[src/rtl/mem_arbiter_if.sv]
// Bundle of the fetch, load/store and memory-port signals around mem_arbiter.
// The slave modport is the arbiter's view; master is the requesters-plus-memory side.
interface mem_arbiter_if #(
  parameter int DATA_W = 32,
  parameter int AW     = 10
);
  logic              if_req;
  logic [31:0]       if_addr;
  logic              if_gnt;
  logic              if_rvalid;
  logic [DATA_W-1:0] if_rdata;
  logic              if_err;

  logic              d_req;
  logic              d_we;
  logic [31:0]       d_addr;
  logic [DATA_W-1:0] d_wdata;
  logic              d_gnt;
  logic              d_rvalid;
  logic [DATA_W-1:0] d_rdata;
  logic              d_err;

  logic              mem_en;
  logic              mem_we;
  logic [AW-1:0]     mem_addr;
  logic [DATA_W-1:0] mem_wdata;
  logic [DATA_W-1:0] mem_rdata;

  modport slave (
    input  if_req, if_addr,
    output if_gnt, if_rvalid, if_rdata, if_err,
    input  d_req, d_we, d_addr, d_wdata,
    output d_gnt, d_rvalid, d_rdata, d_err,
    output mem_en, mem_we, mem_addr, mem_wdata,
    input  mem_rdata
  );

  modport master (
    output if_req, if_addr,
    input  if_gnt, if_rvalid, if_rdata, if_err,
    output d_req, d_we, d_addr, d_wdata,
    input  d_gnt, d_rvalid, d_rdata, d_err,
    input  mem_en, mem_we, mem_addr, mem_wdata,
    output mem_rdata
  );
endinterface

[src/rtl/mem_arbiter.sv]
// Shares one single-port, 1-cycle-latency memory between instruction fetch and
// load/store, one access per cycle, data-first with a bounded streak for fetch.
module mem_arbiter #(
  parameter int DATA_W       = 32,
  parameter int AW           = 10,
  parameter int MAX_D_STREAK = 4
) (
  input logic          clk,
  input logic          rst_n,
  mem_arbiter_if.slave bus
);

  localparam int SW = $clog2(MAX_D_STREAK + 1);
  localparam logic [SW-1:0] STREAK_MAX = SW'(MAX_D_STREAK);

  logic [SW-1:0] streak_q, streak_d;
  logic          rspIf_q, rspIf_d;
  logic          rspD_q, rspD_d;
  logic          rspStore_q, rspStore_d;
  logic          rspErr_q, rspErr_d;

  logic          ifWin, dWin, anyWin;
  logic          ifInRange, dInRange, grantInRange;
  logic [31:0]   grantAddr;

  // Fetch only beats a competing data request once data has had its full streak.
  always_comb begin
    dWin         = rst_n & bus.d_req & (~bus.if_req | (streak_q != STREAK_MAX));
    ifWin        = rst_n & bus.if_req & ~dWin;
    anyWin       = ifWin | dWin;
    ifInRange    = (bus.if_addr[31:AW] == '0);
    dInRange     = (bus.d_addr[31:AW] == '0);
    grantAddr    = dWin ? bus.d_addr : bus.if_addr;
    grantInRange = dWin ? dInRange : ifInRange;
  end

  assign bus.if_gnt    = ifWin;
  assign bus.d_gnt     = dWin;
  assign bus.mem_en    = anyWin & grantInRange;
  assign bus.mem_we    = dWin & bus.d_we;
  assign bus.mem_addr  = grantAddr[AW-1:0];
  assign bus.mem_wdata = bus.d_wdata;

  always_comb begin
    streak_d = streak_q;
    if (!bus.if_req || ifWin) begin
      streak_d = '0;
    end else if (dWin && (streak_q != STREAK_MAX)) begin
      streak_d = streak_q + 1'b1;
    end
    rspIf_d    = ifWin;
    rspD_d     = dWin;
    rspStore_d = dWin & bus.d_we;
    rspErr_d   = anyWin & ~grantInRange;
  end

  always_ff @(posedge clk) begin
    if (!rst_n) begin
      streak_q   <= '0;
      rspIf_q    <= 1'b0;
      rspD_q     <= 1'b0;
      rspStore_q <= 1'b0;
      rspErr_q   <= 1'b0;
    end else begin
      streak_q   <= streak_d;
      rspIf_q    <= rspIf_d;
      rspD_q     <= rspD_d;
      rspStore_q <= rspStore_d;
      rspErr_q   <= rspErr_d;
    end
  end

  // Responses are also masked by rst_n so a grant just before reset never surfaces.
  assign bus.if_rvalid = rst_n & rspIf_q;
  assign bus.d_rvalid  = rst_n & rspD_q;
  assign bus.if_err    = bus.if_rvalid & rspErr_q;
  assign bus.d_err     = bus.d_rvalid & rspErr_q;
  assign bus.if_rdata  = (bus.if_rvalid & ~rspErr_q) ? bus.mem_rdata : '0;
  assign bus.d_rdata   = (bus.d_rvalid & ~rspErr_q & ~rspStore_q) ? bus.mem_rdata : '0;

endmodule

[src/flat_wrapper.sv]
// flat-port wrapper written by rule: the top's interface ports become plain ports
module mem_arbiter_flat 
#(
  parameter int DATA_W       = 32,
  parameter int AW           = 10,
  parameter int MAX_D_STREAK = 4
)
  (clk, rst_n, bus_if_req, bus_if_addr, bus_if_gnt, bus_if_rvalid, bus_if_rdata, bus_if_err, bus_d_req, bus_d_we, bus_d_addr, bus_d_wdata, bus_d_gnt, bus_d_rvalid, bus_d_rdata, bus_d_err, bus_mem_en, bus_mem_we, bus_mem_addr, bus_mem_wdata, bus_mem_rdata);
  mem_arbiter_if #(.DATA_W(DATA_W), .AW(AW)) bus_i ();
  input logic clk;
  input logic rst_n;
  input wire logic [$bits(bus_i.if_req)-1:0] bus_if_req;
  input wire logic [$bits(bus_i.if_addr)-1:0] bus_if_addr;
  output wire logic [$bits(bus_i.if_gnt)-1:0] bus_if_gnt;
  output wire logic [$bits(bus_i.if_rvalid)-1:0] bus_if_rvalid;
  output wire logic [$bits(bus_i.if_rdata)-1:0] bus_if_rdata;
  output wire logic [$bits(bus_i.if_err)-1:0] bus_if_err;
  input wire logic [$bits(bus_i.d_req)-1:0] bus_d_req;
  input wire logic [$bits(bus_i.d_we)-1:0] bus_d_we;
  input wire logic [$bits(bus_i.d_addr)-1:0] bus_d_addr;
  input wire logic [$bits(bus_i.d_wdata)-1:0] bus_d_wdata;
  output wire logic [$bits(bus_i.d_gnt)-1:0] bus_d_gnt;
  output wire logic [$bits(bus_i.d_rvalid)-1:0] bus_d_rvalid;
  output wire logic [$bits(bus_i.d_rdata)-1:0] bus_d_rdata;
  output wire logic [$bits(bus_i.d_err)-1:0] bus_d_err;
  output wire logic [$bits(bus_i.mem_en)-1:0] bus_mem_en;
  output wire logic [$bits(bus_i.mem_we)-1:0] bus_mem_we;
  output wire logic [$bits(bus_i.mem_addr)-1:0] bus_mem_addr;
  output wire logic [$bits(bus_i.mem_wdata)-1:0] bus_mem_wdata;
  input wire logic [$bits(bus_i.mem_rdata)-1:0] bus_mem_rdata;
  assign bus_i.if_req = bus_if_req;
  assign bus_i.if_addr = bus_if_addr;
  assign bus_if_gnt = bus_i.if_gnt;
  assign bus_if_rvalid = bus_i.if_rvalid;
  assign bus_if_rdata = bus_i.if_rdata;
  assign bus_if_err = bus_i.if_err;
  assign bus_i.d_req = bus_d_req;
  assign bus_i.d_we = bus_d_we;
  assign bus_i.d_addr = bus_d_addr;
  assign bus_i.d_wdata = bus_d_wdata;
  assign bus_d_gnt = bus_i.d_gnt;
  assign bus_d_rvalid = bus_i.d_rvalid;
  assign bus_d_rdata = bus_i.d_rdata;
  assign bus_d_err = bus_i.d_err;
  assign bus_mem_en = bus_i.mem_en;
  assign bus_mem_we = bus_i.mem_we;
  assign bus_mem_addr = bus_i.mem_addr;
  assign bus_mem_wdata = bus_i.mem_wdata;
  assign bus_i.mem_rdata = bus_mem_rdata;
  mem_arbiter #(.DATA_W(DATA_W), .AW(AW), .MAX_D_STREAK(MAX_D_STREAK)) u_core (.clk(clk), .rst_n(rst_n), .bus(bus_i));
endmodule
[config.mk]
export PLATFORM = sky130hd
export DESIGN_NAME = mem_arbiter_flat
export DESIGN_NICKNAME = d
export VERILOG_FILES = /design/src/rtl/mem_arbiter_if.sv /design/src/rtl/mem_arbiter.sv /design/src/flat_wrapper.sv
export SDC_FILE = /design/constraint.sdc
export NUM_CORES = 1
export LEC_CHECK = 0
export BUFFER_PORTS_ARGS = -buffer_cell sky130_fd_sc_hd__buf_2
export CAP_MARGIN = 0
export CORE_AREA = 2 2 95 97
export DETAILED_ROUTE_END_ITERATION = 6
export DIE_AREA = 0 0 97 99
export PLACE_DENSITY = 0.56
export SYNTH_ARGS = -nofsm -noshare
export SYNTH_HDL_FRONTEND = slang
export SYNTH_SLANG_ARGS = --single-unit
[constraint.sdc]
create_clock -name clk -period 1.1 [get_ports clk]
set_input_delay 0.055 -clock clk [delete_from_list [all_inputs] [get_ports clk]]
set_output_delay 0.055 -clock clk [all_outputs]
set_load 0.05 [all_outputs]
**After elaboration in Yosys (flattened, before gate mapping)**

Index checks and enable logic that the tools add are counted.

- Reduce and logical (&&, ||, !) cells: 6
- Muxes and demuxes: 4
- Eq/ne operators: 1
- Bitwise logic cells: 22
- Add/sub/neg operators: 1

Operators by type and width:

| operator | count |
|---|---|
| two-way mux 32 bit | 2 |
| zero test 22 bit | 2 |
| bitwise AND 1 bit | 14 |
| two-way mux 10 bit | 1 |
| inverter 1 bit | 6 |
| adder 3 x 1 -> 3 bit (second input constant) | 1 |
| inequality test 3 bit (second input constant) | 1 |
| bitwise OR 1 bit | 2 |
| OR reduction 2 bit | 1 |
| logical AND 1 bit | 1 |
| zero test 1 bit | 1 |
| logical OR 1 bit | 1 |
| two-way mux 1 bit | 1 |

- Output and inout port bits: 114
- Bits of input ports: 133
- Bits in registers: 7
- Word-level logic and storage cells: 39

**Depth between registers and ports, before layout**

- Word-level depth: 7
- Mapped depth: 8
- Gate-level depth less buffers: 7

**Worst setup path before layout**

No wires, ideal clock.

- Path type: reg-to-output
- Start: register u_core.streak_q[0]
- End: output port bus_mem_en
- Required time: 1.045 ns
- Cell stages (with the launch flop): 7
- Data arrival time: 1.671 ns
- Setup slack: -0.626 ns
- Path buffers: 0
- Cell sequence: dfxtp_1 inv_1 ha_1 and3_1 o211ai_1 o22ai_1 nor2b_1

- Word-level cells in the longest chain between the ends: 7
- Elaborated cells on any way between the ends: 8
- Classes of those cells: 1 x eq/ne; 1 x mux; 6 x bitwise

RTL lines:

| item | line | text |
|---|---|---|
| start, declared | mem_arbiter.sv:16 | `logic [SW-1:0] streak_q, streak_d;` |
| start signal, assigned | mem_arbiter.sv:65 | `streak_q <= streak_d;` |
| inequality test 3 bit (*) | mem_arbiter.sv:28 | `dWin = rst_n & bus.d_req & (~bus.if_req \| (streak_q != STREAK_MAX));` |
| bitwise OR 1 bit (*) | mem_arbiter.sv:28 |  |
| bitwise AND 1 bit (*) | mem_arbiter.sv:28 |  |
| inverter 1 bit | mem_arbiter.sv:29 | `ifWin = rst_n & bus.if_req & ~dWin;` |
| bitwise AND 1 bit | mem_arbiter.sv:29 |  |
| bitwise OR 1 bit | mem_arbiter.sv:30 | `anyWin = ifWin \| dWin;` |
| bitwise AND 1 bit (*) | mem_arbiter.sv:39 | `assign bus.mem_en = anyWin & grantInRange;` |
| end, declared | flat_wrapper.sv:26 | `output wire logic [$bits(bus_i.mem_en)-1:0] bus_mem_en;` |

Every way passes the cells marked *; elsewhere a longest branch is shown, timed or not.

**Final worst setup path**

- Start: register u_core.streak_q[1]
- End: output port bus_mem_en

The elaborated chain is that of the path after synthesis.

==> flow_metrics.env <==
export IMPL_outcome="finished with violations"
export IMPL_violations="setup timing"
export IMPL_antenna_left=0
export IMPL_hold_path_startpoint="bus_d_we"
export IMPL_viasPerCell=4.14
export IMPL_dr_pass1_iters=4
export IMPL_clock_sinks=7
export IMPL_placed_area_um2=2490
export IMPL_grtUsageTotal_pct=11.9
export IMPL_numCtsBuffers=3
export IMPL_p_comb_share_pct=62.2
export IMPL_ys_types=28
export IMPL_p_sw_uw=685
export IMPL_start_kind="flop"
export IMPL_start_util_pct=14.8
export IMPL_htreeDepth=1
export IMPL_core_um2=8550
export IMPL_path_cells="inv_2 -> ha_4 -> and3_1 -> o211ai_1 -> o22ai_2 -> nor2b_4 -> buf_6"
export IMPL_pwr_share_clk_pct=21.8
export IMPL_root_buffer="clkbuf_8"
export IMPL_seqPwrFrac_pct=16.0
export IMPL_p_int_mw=1.03
export IMPL_fmax_ghz=0.649
export IMPL_dieArea_um2=9600
export IMPL_cts_buffer_depth=2
export IMPL_p_per_area_nw_per_um2=476
export IMPL_grt_max_degree=33
export IMPL_port_buffers=182
export IMPL_setup_slack_ns=-0.442
export IMPL_synth_seq_area_share_pct=11.1
export IMPL_synth_net_count=325
export IMPL_path_max_fanout=3
export IMPL_timing_final_crit_share_pct=140
export IMPL_hold_violations=0
export IMPL_ir_worst_vdd_v=0.000710
export IMPL_layout_commonest_cell="buf_2"
export IMPL_setup_violations=80
export IMPL_critPathArrivalTime_ns=1.49
export IMPL_yosysWarnings=0
export IMPL_p_total_mw=1.72
export IMPL_startpoint="u_core.streak_q[1]"
export IMPL_fin_util_pct=42.1
export IMPL_finClkSkew_ns=0.00215
export IMPL_drv_slew=0
export IMPL_whs_ns=0.0631
export IMPL_cts_reportedPaths_clkPinSlew_ns=0.04
export IMPL_p_sw_share_pct=39.9
export IMPL_synth_cells=190
export IMPL_worstSetupEndpointType="primary output"
export IMPL_die_height_um=99
export IMPL_worst_pin_slew_ns=0.264
export IMPL_drive_gt1_share_pct=89.6
export IMPL_num_fill_cells=781
export IMPL_n_antenna_cell=0
export IMPL_syn_area_um2=1260
export IMPL_leakage_nw=1.77
export IMPL_cpPeakStageDelay_ns=0.33
export IMPL_area_growth_pct=185
export IMPL_ctsHoldBuffers=0
export IMPL_overflow=0
export IMPL_grt_pass1_vias=1935
export IMPL_wl_mm=6.66
export IMPL_drt_iter0_markers=18
export IMPL_post_dp_hpwl_mm=4.27
export IMPL_slowest_stage="dfxtp_2"
export IMPL_drt_wirelength_per_cell_um=14.1
export IMPL_num_rows=34
export IMPL_final_cell_mix="buf_2, buf_8, and2_4"
export IMPL_routabilityCongestion=0.789
export IMPL_final_area_um2=3600
export IMPL_clkLatencyLatePin_ns=0.23
export IMPL_post_synth_cell_area_avg_um2=6.65
export IMPL_rsz0062_at_grt="yes"
export IMPL_antenna_found_initial=0
export IMPL_vias=1960
export IMPL_maxSlewHeadroom_pct=82.2
export IMPL_dieWidth_um=97
export IMPL_drc_errors=0
export IMPL_grt_pass1_wl_mm=9.52
export IMPL_num_io_pins=247
export IMPL_required_ns=1.04
export IMPL_critical_path_class="flop to primary output"
export IMPL_hold_path_class="input pin to flop"
export IMPL_cap_violations=0
export IMPL_r2r_start="u_core.streak_q[1]"
export IMPL_cts_tree="done"
export IMPL_ys_seq_elements=7
export IMPL_fin_crit_ns=1.54
export IMPL_nets=501
[synth_stat cells]
master / count / area share (%)
clkbuf_1: 4 / 1.2
and2_1: 44 / 22
nor3b_4: 1 / 1.5
and3_1: 1 / 0.50
nor4_1: 10 / 5.0
and2b_2: 1 / 0.69
nand4b_1: 1 / 0.69
nor3_1: 2 / 0.79
nand2_1: 34 / 10
o21ai_0: 1 / 0.40
mux2i_1: 1 / 0.79
o22ai_1: 1 / 0.50
nand3_1: 2 / 0.79
clkbuf_2: 3 / 1.2
and3_2: 2 / 1.2
and2_2: 23 / 14
and2_4: 1 / 0.69
nand4_1: 2 / 0.99
buf_4: 32 / 19
o211ai_1: 1 / 0.59
nor3b_1: 1 / 0.59
dfxtp_1: 7 / 11
a21oi_1: 2 / 0.79
nor2b_1: 1 / 0.50
buf_2: 1 / 0.40
inv_1: 5 / 1.5
ha_1: 2 / 2.0
nor2_1: 4 / 1.2
[final cells by class]
class	count	area [um2]	area share, %
Clock buffer	4	45.0	1.25
Inverter	5	21.3	0.590
Multi-Input combinational cell	138	1160	32.2
Sequential cell	7	146	4.06
Tap cell	108	135	3.75
Timing Repair Buffer	211	2100	58.2
[registers in the layout (all words and copies together) (netlist names)]
signal,cells
u_core.rspErr_q,1
u_core.rspIf_q,1
u_core.rspStore_q,1
u_core.rspD_q,1
u_core.streak_q,3
[cell families (layout without fill, tap and decap cells)]
logic type / count (synthesis) / after routing / synth area share, %
AO/OA/AOI/OAI: 5 / 5 / 2.28
adder cells (fa/ha/maj): 2 / 2 / 1.98
buffers and inverters: 45 / 220 / 23.3
flip-flops: 7 / 7 / 11.1
multiplexers: 1 / 1 / 0.792
AND/OR/NAND/NOR: 130 / 130 / 60.6
[metal layers]
metal | GRT usage (%) | part of all wire (%)
met5 | 0 | 0
met4 | 1.84 | 1.5
met3 | 4.96 | 10
met2 | 22.2 | 52
met1 | 12.7 | 36
[power groups by stage]
stage	Clock (mW)	Sequential (mW)	Combinational (mW)
floorplan	0	0.275	0.799
global placement	0	0.276	0.795
detailed placement	0	0.276	0.805
CTS	0.387	0.273	1.01
global route	0.402	0.274	1.12
finish	0.375	0.274	1.07
[worst max-delay path: cells and delay by family (launching register included)]
kind | cells | cell delay [ns]
AOI/OAI and AO/OA | 2 | 0.28
adders and majority gates | 1 | 0.15
buffers and inverters | 2 | 0.18
and+or+nand+nor | 2 | 0.30
DFF | 1 | 0.33
[final timing paths]
kind / endpoint / slack [ns] / cells after the start
max: bus_mem_en / -0.44 / 7
min: u_core.rspStore_q / 0.06 / 2
max reg2reg: u_core.rspErr_q / -0.28 / 8
min reg2reg: u_core.streak_q[0] / 0.52 / 2
[per-stage QoR]
stage / setup TNS, ns / setup slack, ns / instances
2_1_floorplan: -10.40 / -0.215 / 190
3_3_place_gp: -16.01 / -0.323 / 457
3_5_place_dp: -17.83 / -0.348 / 457
4_1_cts: -31.18 / -0.482 / 468
5_1_grt: -35.31 / -0.526 / 473
6_report: -30.53 / -0.442 / 473
[what timing repair did]
item / 4_1_cts / 5_1_grt
buffers inserted: 5 / 5
pin swaps: 5 / 5
gates cloned: 2 / 5
gates resized for setup: 237 / 31
setup endpoints to repair: 86 / 88
No activity file was read; power rests on OpenSTA's default activity.
